==> src/rtl/sc_umul.sv <==
// sc_umul: unipolar stochastic multiplier, oC = iA & (B > bitrev(cnt)).
// Define UMUL_OUT_REG_EN to register oC (one cycle of latency).
module sc_umul #(
  parameter int INWD = 8
) (
  input  logic            clk,
  input  logic            rst_n,
  input  logic            iA,
  input  logic [INWD-1:0] iB,
  input  logic            loadB,
  output logic            oC
);
  logic [INWD-1:0] b_reg;
  logic [INWD-1:0] cnt;
  logic [INWD-1:0] rng;
  logic            hit;
  // van der Corput sequence: bit-reversed counter, advanced only by iA=1
  for (genvar i = 0; i < INWD; i++) begin : g_rev
    assign rng[i] = cnt[INWD-1-i];
  end
  assign hit = iA & (b_reg > rng);
  always_ff @(posedge clk or negedge rst_n)
    if (!rst_n) begin
      b_reg <= '0;
      cnt   <= '0;
    end else begin
      if (loadB) b_reg <= iB;
      if (iA) cnt <= cnt + 1'b1;
    end
`ifdef UMUL_OUT_REG_EN
  always_ff @(posedge clk or negedge rst_n)
    if (!rst_n) oC <= 1'b0;
    else oC <= hit;
`else
  assign oC = hit;
`endif
endmodule

==> config.mk <==
export PLATFORM = sky130hd
export DESIGN_NAME = sc_umul
export DESIGN_NICKNAME = d
export VERILOG_FILES = /design/src/rtl/sc_umul.sv
export SDC_FILE = /design/constraint.sdc
export NUM_CORES = 1
export LEC_CHECK = 0
export BUFFER_PORTS_ARGS = -buffer_cell sky130_fd_sc_hd__buf_2
export CORE_MARGIN = 3
export CORE_UTILIZATION = 51
export CTS_BUF_LIST = sky130_fd_sc_hd__clkbuf_4
export DETAILED_ROUTE_END_ITERATION = 12
export GPL_TIMING_DRIVEN = 0
export MAX_ROUTING_LAYER = met4
export PLACE_DENSITY_LB_ADDON = 0.2
export SLEW_MARGIN = 0
export SYNTH_ARGS = -nofsm -noshare
export SYNTH_HDL_FRONTEND = slang
export SYNTH_SLANG_ARGS = --single-unit
==> constraint.sdc <==
create_clock -name clk -period 1.3 [get_ports clk]
set_input_delay 0.13 -clock clk [delete_from_list [all_inputs] [get_ports clk]]
set_output_delay 0.13 -clock clk [all_outputs]
set_load 0.02 [all_outputs]
==> results of run 1 <==
==> cell type report <==
cell class              count  share of cell area [%]
multi-input cells          46                   41.78
flip-flops and latches     16                   38.42
repair buffers             19                   12.24
inverters                   8                   2.881
clock buffers               3                   2.161
well taps                  15                   1.801
clock inverters             1                  0.3601
plain buffers               1                  0.3601
==> worst max-delay path by stage <==
stage               slack [ns]               start  end
finish                   -0.52  cnt[6]$_DFFE_PN0P_   oC
global placement         -0.27  cnt[6]$_DFFE_PN0P_   oC
detailed placement       -0.32  cnt[6]$_DFFE_PN0P_   oC
CTS                      -0.52  cnt[6]$_DFFE_PN0P_   oC
global route             -0.60  cnt[6]$_DFFE_PN0P_   oC
floorplan                -0.11  cnt[6]$_DFFE_PN0P_   oC
==> synth_stat cells <==
master | number | area (µm²)
xnor2_1 | 4 | 35.03
o21ba_2 | 1 | 10.01
ha_1 | 9 | 112.6
inv_1 | 8 | 30.03
nand4_1 | 4 | 25.02
or4_4 | 1 | 11.26
a21oi_1 | 4 | 20.02
nand2_1 | 4 | 15.01
xnor2_2 | 1 | 16.27
nand2_2 | 1 | 6.260
o211ai_1 | 1 | 7.510
dfrtp_1 | 16 | 400.4
o21ai_0 | 4 | 20.02
mux2_2 | 7 | 78.83
nor4_1 | 1 | 6.260
nor2_1 | 1 | 3.750
clkbuf_1 | 1 | 3.750
nor2b_1 | 1 | 6.260
xor2_1 | 2 | 17.52
==> cells in the final DEF, fill, tap and decap left out, types with 2 or more instances in the layout <==
cell,netlist,routed
xnor2_1,4,4
buf_2,0,10
xor2_1,2,2
nand2_1,4,4
nand4_1,4,4
buf_4,0,6
ha_1,9,7
o21ai_0,4,3
buf_6,0,2
ha_4,0,2
inv_1,8,7
clkbuf_4,0,3
mux2_2,7,7
dfrtp_1,16,16
a21oi_1,4,4
==> power by group <==
part | internal [mW] | switching [mW] | leakage, nW | total (mW)
combinational | 0.521 | 0.446 | 0.300 | 0.967
sequential | 0.637 | 0.0986 | 0.191 | 0.736
clock | 0.111 | 0.150 | 0.0154 | 0.262
total | 1.27 | 0.695 | 0.506 | 1.96
==> per-stage QoR <==
stage                     utilization (%)  hold WS (ns)  setup TNS (ns)
after floorplan                         -       -0.1656         -0.1628
after global placement              63.57       0.05424         -0.3767
after detailed placement            63.57       0.05531         -0.4259
after CTS                           71.09       0.05520         -0.6303
after global routing                73.65       0.05885         -0.6966
final                               73.65       0.05954         -0.5839
==> cell families after synthesis <==
group | Yosys count
AND/OR/NAND/NOR | 13
buffers and inverters | 9
XOR/XNOR | 7
adder cells (fa/ha/maj) | 9
multiplexers | 7
AO/OA/AOI/OAI | 10
flip-flops | 16
==> per-layer routing <==
| layer | routed length (µm) | vias up |
|---|---|---|
| met5 | 0 | - |
| met4 | 10 | 0 |
| met3 | 61 | 2 |
| met2 | 836 | 10 |
| met1 | 612 | 266 |
| li1 | - | 292 |
==> what timing repair did <==
item / in CTS / in global routing
hold buffers: 1 / 0
pin swaps: 3 / 5
buffers inserted: 3 / 5
resized for setup: 10 / 2
hold endpoints to repair: 16 / 0
endpoints found under the setup margin: 2 / 3
==> critical path: cells and delay by family (launching register included) <==
kind | cells | cell delay [ns]
AND/OR/NAND/NOR | 1 | 0.12
buffers and inverters | 2 | 0.22
AO/OA/AOI/OAI | 3 | 0.47
adder cells (fa/ha/maj) | 1 | 0.20
flip-flops | 1 | 0.41
==> results.toml, run 1 <==
[floorplan]
pin_count = 13
dieArea_mm2 = 0.002138
dieHeight_um = 46.24
die_w_um = 46.24
rows = 13
coreArea_mm2 = 0.001415
start_util_pct = 58.36

[detailed_routing]
viasPerCell = 5.229
dr.pass1.iters = 2
drt_iter0_drc = 3
wl_per_cell_um = 13.94
vias = 570
drc = 0
detail-route-antenna-nets = 0
drt_wl_total_um = 1520

[sta]
final-hold-violation-count = 0
slew_viol_final = 0
setup_slack_ns = -0.5162
fin_crit_ns = 1.816
setup_violations = 2
fin_skew_ns = 0.0001895
fmax_mhz = 550.6
worstMarginPinSlew_ns = 0.4518
rsz0062_at_grt = "true"
fin_crit_sh_pct = 139.7
slew_headroom_pct = 69.88

[global_route]
met3_usage_pct = 5.859
met2_usage_pct = 31.04
grt_pass1_wl_um = 2442
grt_pass1_vias = 569
grt-busiest-layer = "met2"
grt_usage_pct = 17.38
antenna_found_initial = 0
use_met1_pct = 17.72
grt_overflow = 0
grt_max_degree = 17

[finish]
final_area_mm2 = 0.001042
fin_nets = 116
syn2layout_area_growth_pct = 26.21
drive_above_1_share_pct = 39.36
n_antenna_cell = 0
fillerInstances = 110
regArea_um2 = 400.4
multi_input_area_um2 = 435.4
stdcell_count = 109

[worst_setup_path]
reg2reg_to = "cnt[6]$_DFFE_PN0P_"
crit_type = "reg -> out"
critPathCaptureType = "output pin"
slowest_stage = "dfrtp_1"
cp.arrival_ns = 1.69
cp.required_ns = 1.17
crit_path_start_kind = "flop"
r2r_cells = 5
cp_cell_sequence = "inv_2 > ha_4 > nor2b_4 > o211ai_1 > a21oi_1 > o21ba_2 > buf_6"
critPathMaxStageDelay_ns = 0.41
r2r_start = "cnt[0]$_DFFE_PN0P_"
path_max_fanout = 2
rrSetupSlack_ns = -0.07

[place]
place_hpwl_um = 1062
port-buffer-count = 11
placed_cells = 97
place.gp.congestion = 0.7884
dp_slack_ns = -0.3153
dpl-instance-area_um2 = 899.6

[synthesis]
syn-cell-area_um2 = 825.8
synthAdderAreaFrac_pct = 13.64
syn-num-nets = 92
synth_cell_types = 19
synth_compound_area_share_pct = 6.970
syn_area_per_cell_um2 = 11.63
synthMuxAreaShare_pct = 9.545
syn_inst = 71
yosysWarnings = 0
ys_ff_latch = 16
synth_xor_area_share_pct = 8.333
synth_top_family_by_area = "adder cells"
seq_area_frac_synth_pct = 48.48
yosys.area_share.simple_pct = 8.939

[clock_tree]
tritoncts = "done"
clk_pin_slew_ns = 0.09
cts.sinks = 16
htreeDepth = 1
cts_root_buf = "clkbuf_4"
clock_latency_ns = 0.28
cts_buffers = 3
cts_max_path_buffers = 2

[run_status]
outcome = "finished with violations"
violations = "negative setup slack"

[min_path]
worstHoldPathType = "in -> reg"
hp-start = "iB[0]"
hold_depth = 3
hold_path_end = "b_reg[0]$_DFFE_PN0P_"

[power]
ir_worst_vdd_mv = 1.107
p_per_area_mw_per_mm2 = 1885
power_mw = 1.965
p_leak_nw = 0.5059

[job]
cap_violations = 0
No activity file was read; power rests on OpenSTA's default activity.
==> run 2: changes to the inputs <==
--- a/config.mk
+++ b/config.mk
@@ -8,7 +8,7 @@
 export BUFFER_PORTS_ARGS = -buffer_cell sky130_fd_sc_hd__buf_2
 export CORE_MARGIN = 3
 export CORE_UTILIZATION = 51
-export CTS_BUF_LIST = sky130_fd_sc_hd__clkbuf_4
+export CTS_BUF_LIST = sky130_fd_sc_hd__clkbuf_2 sky130_fd_sc_hd__clkbuf_4 sky130_fd_sc_hd__clkbuf_8
 export DETAILED_ROUTE_END_ITERATION = 12
 export GPL_TIMING_DRIVEN = 0
 export MAX_ROUTING_LAYER = met4
==> results.toml, run 2 (same netlist as run 1, synthesis figures left out) <==
[finish]
final_area_mm2 = 0.001030
syn2layout_area_growth_pct = 24.70
drive_above_1_share_pct = 39.78
layout_commonest_cell = "dfrtp_1"
fillerInstances = 112
fin_nets = 115
n_antenna_cell = 0
stdcell_count = 108
mostFrequentLayoutCells = "16 x dfrtp_1, 10 x buf_2, 7 x inv_1, 7 x mux2_2, 7 x ha_1"
utilization_pct = 72.77

[sta]
rsz0062_at_grt = "true"
fmax_mhz = 551.5
fin_crit_sh_pct = 139.5
setup_violations = 2
final.setup.tns_ns = -0.6999
final-hold-violation-count = 0
fin_crit_ns = 1.813
setup_slack_ns = -0.5131
fin_skew_ns = 0.001727
worstMarginPinSlew_ns = 0.4562
holdWs_ns = 0.06098
slew_headroom_pct = 69.59
slew_viol_final = 0

[place]
dpl-instance-area_um2 = 899.6
place.gp.congestion = 0.7884
port-buffer-count = 11
place_hpwl_um = 1062
placed_cells = 97
dp_slack_ns = -0.3153

[clock_tree]
htreeDepth = 1
cts_root_buf = "clkbuf_4"
cts_buffers = 3
tritoncts = "done"
clk_pin_slew_ns = 0.09
cts_max_path_buffers = 2
cts.sinks = 16
clock_latency_ns = 0.28

[worst_setup_path]
cp.required_ns = 1.17
r2r_start = "cnt[0]$_DFFE_PN0P_"
crit_path_start_kind = "flop"
cp_cell_sequence = "inv_2 > ha_4 > nor2b_4 > o211ai_1 > a21oi_1 > o21ba_2 > buf_6"
critPathMaxStageDelay_ns = 0.41
critPathCaptureType = "output pin"
crit_start = "cnt[6]$_DFFE_PN0P_"
crit_type = "reg -> out"
cp.arrival_ns = 1.68
slowest_stage = "dfrtp_1"
path_max_fanout = 2

[power]
p_comb_share_pct = 45.3
p_clk_share_pct = 16.5
ir_worst_vdd_mv = 1.179
intPower_mw = 1.280
power_frac_seq_pct = 38.2
p_per_area_mw_per_mm2 = 1886
power_mw = 1.942
netSwitchingPower_uw = 662.1
p_leak_nw = 0.4992
p_sw_share_pct = 34.09

[global_route]
grt_pass1_wl_um = 2408
grt_pass1_vias = 553
antenna_found_initial = 0
grt_max_degree = 17
grt_overflow = 0
grt_usage_pct = 17.14

[run_status]
outcome = "finished with violations"
violations = "negative setup slack"

[floorplan]
rows = 13
start_util_pct = 58.36
pin_count = 13
coreArea_mm2 = 0.001415
die_w_um = 46.24
dieHeight_um = 46.24
dieArea_mm2 = 0.002138

[detailed_routing]
vias = 562
drt_wl_total_um = 1506
detail-route-antenna-nets = 0
dr.pass1.iters = 2
drt_iter0_drc = 3
drc = 0
viasPerCell = 5.204
wl_per_cell_um = 13.94

[min_path]
hp-start = "iB[0]"
worstHoldPathType = "in -> reg"

[job]
cap_violations = 0
==> run 2: cell types whose count changed in the layout (fill, tap and decap cells not counted) <==
cell,before,now
clkbuf_8,0,1
buf_4,6,5
nand2_2,0,1
ha_2,0,1
nand2_4,1,0
ha_4,2,1
clkinv_1,1,0
==> run 2: area by class of cell <==
type	instances	area, µm²	area share [%]
Buffer	1	3.754	0.3645
Clock buffer	4	36.28	3.524
Inverter	8	30.03	2.916
Sequential cell	16	400.4	38.88
Timing Repair Buffer	18	120.1	11.66
Tap cell	15	18.77	1.823
Multi-Input combinational cell	46	420.4	40.83
==> run 2: path summary, 6_finish.rpt <==
check	end	slack (ns)	depth (start not counted)
min in group asynchronous	b_reg[4]$_DFFE_PN0P_	0.28	2
max	oC	-0.51	7
max in group asynchronous	cnt[6]$_DFFE_PN0P_	0.76	2
min reg2reg	cnt[7]$_DFFE_PN0P_	0.51	1
max reg2reg	cnt[6]$_DFFE_PN0P_	-0.19	5
min	b_reg[0]$_DFFE_PN0P_	0.06	3
==> run 2: critical path, delay by kind of cell, from the launching register on <==
kind | cells | cell delay (ns)
AOI/OAI and AO/OA | 3 | 0.46
DFF | 1 | 0.41
buffers and inverters | 2 | 0.22
adders and majority gates | 1 | 0.20
and+or+nand+nor | 1 | 0.12
==> run 2: power groups by stage <==
| stage | clock, mW | combinational, mW | sequential [mW] |
|---|---|---|---|
| floorplan | 0 | 0.483 | 0.742 |
| global placement | 0 | 0.582 | 0.766 |
| detailed placement | 0 | 0.624 | 0.772 |
| CTS | 0.330 | 0.829 | 0.740 |
| global route | 0.353 | 0.994 | 0.759 |
| finish | 0.320 | 0.881 | 0.741 |
==> run 2: timing repair <==
action                                 4_1_cts  5_1_grt
pin swaps                                    2        2
endpoints found under the hold margin       16        0
gates resized for setup                      7        2
hold buffers                                 1        0
setup endpoints to repair                    2        3
buffers inserted                             4        2
==> run 2: per-layer routing <==
layer | track usage (%) | vias up | share of wire [%]
met5 | - | - | 0
met4 | 5.114 | 0 | 0.66
met3 | 5.859 | 2 | 4.1
met2 | 29.12 | 10 | 53
met1 | 18.69 | 260 | 42
li1 | - | 290 | -
==> run 3: changes to the inputs <==
--- a/config.mk
+++ b/config.mk
@@ -13,6 +13,7 @@
 export GPL_TIMING_DRIVEN = 0
 export MAX_ROUTING_LAYER = met4
 export PLACE_DENSITY_LB_ADDON = 0.2
+export SETUP_SLACK_MARGIN = 0.15
 export SLEW_MARGIN = 0
 export SYNTH_ARGS = -nofsm -noshare
 export SYNTH_HDL_FRONTEND = slang
==> results.toml, run 3 (same netlist as run 1, synthesis figures left out) <==
[run_status]
outcome = "finished with violations"
violations = "negative setup slack"

[place]
dpl-instance-area_um2 = 899.6
place.gp.congestion = 0.7884
place_hpwl_um = 1062
placed_cells = 97
dp_slack_ns = -0.3153
port-buffer-count = 11

[worst_setup_path]
path_max_fanout = 2
crit_type = "reg -> out"
critPathCaptureType = "output pin"
cp.required_ns = 1.17
r2r_start = "cnt[0]$_DFFE_PN0P_"
crit_start = "cnt[6]$_DFFE_PN0P_"
crit_path_start_kind = "flop"
cp.arrival_ns = 1.68

[floorplan]
die_w_um = 46.24
coreArea_mm2 = 0.001415
pin_count = 13
dieHeight_um = 46.24
start_util_pct = 58.36
dieArea_mm2 = 0.002138
rows = 13

[finish]
fillerInstances = 109
layout_commonest_cell = "dfrtp_1"
stdcell_count = 107
fin_nets = 114
drive_above_1_share_pct = 40.22
multi_input_area_um2 = 431.7
n_antenna_cell = 0
syn2layout_area_growth_pct = 25.15
utilization_pct = 73.03
regArea_um2 = 400.4
final_area_mm2 = 0.001033
mostFrequentLayoutCells = "16 x dfrtp_1, 10 x buf_2, 7 x inv_1, 7 x mux2_2, 7 x ha_1"

[detailed_routing]
viasPerCell = 5.262
wl_per_cell_um = 14.45
drt_iter0_drc = 5
detail-route-antenna-nets = 0
drt_wl_total_um = 1546
vias = 563
dr.pass1.iters = 4
drc = 0

[sta]
setup_violations = 2
final.setup.tns_ns = -0.6952
slew_viol_final = 0
fin_crit_ns = 1.806
fin_skew_ns = 0.002388
setup_slack_ns = -0.5061
fmax_mhz = 553.7
final-hold-violation-count = 0
holdWs_ns = 0.05510
rsz0062_at_grt = "true"
worstMarginPinSlew_ns = 0.4481
fin_crit_sh_pct = 138.9
slew_headroom_pct = 70.13

[global_route]
grt_max_degree = 17
antenna_found_initial = 0
grt_pass1_wl_um = 2435
grt_pass1_vias = 565
grt_usage_pct = 17.30
grt_overflow = 0

[job]
cap_violations = 0

[clock_tree]
cts_max_path_buffers = 2
cts.sinks = 16
tritoncts = "done"
clk_pin_slew_ns = 0.09
cts_root_buf = "clkbuf_4"
htreeDepth = 1
cts_buffers = 3
clock_latency_ns = 0.28

[power]
p_leak_nw = 0.4955
power_mw = 1.962
ir_worst_vdd_mv = 1.188
p_per_area_mw_per_mm2 = 1898

[min_path]
hp-start = "iB[0]"
worstHoldPathType = "in -> reg"
## run 3: final timing paths
check	endpoint	slack, ns	cells past startpoint
worst max-delay path	oC	-0.51	7
worst min register to register	cnt[7]$_DFFE_PN0P_	0.51	1
max in group asynchronous	cnt[1]$_DFFE_PN0P_	0.78	2
min in group asynchronous	b_reg[1]$_DFFE_PN0P_	0.27	2
worst max register to register	cnt[6]$_DFFE_PN0P_	-0.19	5
worst min-delay path	b_reg[0]$_DFFE_PN0P_	0.06	3
## run 3: area by class of cell
cell class | count | area share [%]
Buffer | 1 | 0.3632
Clock buffer | 4 | 3.511
Inverter | 8 | 2.906
Multi-Input combinational cell | 46 | 41.77
Sequential cell | 16 | 38.74
Tap cell | 15 | 1.816
Timing Repair Buffer | 17 | 10.90
## run 3: worst max-delay path, stage by stage (launching register included)
cell and delay, ns:
dfrtp_1 0.41, inv_2 0.09, ha_4 0.20, nor2b_4 0.12, o211ai_1 0.16, a21oi_1 0.09
o21ba_2 0.20, buf_6 0.13
## run 3: repair_timing
item | in CTS | in global routing
gates resized for setup | 8 | 3
setup endpoints to repair | 3 | 3
endpoints found under the hold margin | 16 | 0
hold buffers | 1 | 0
setup buffers | 4 | 1
pin swaps | 2 | 5
## run 3: metal layers
layer	global-route usage, %	wire [µm]
met3	5.859	65
met1	18.69	634
met2	28.57	806
met5	-	0
met4	7.386	40
## run 3: power breakdown
group / total [mW] / internal (mW) / leakage, nW / switching, mW
Sequential: 0.742 / 0.637 / 0.191 / 0.104
Combinational: 0.896 / 0.463 / 0.284 / 0.433
Clock: 0.324 / 0.170 / 0.0210 / 0.153
Total: 1.96 / 1.27 / 0.496 / 0.691
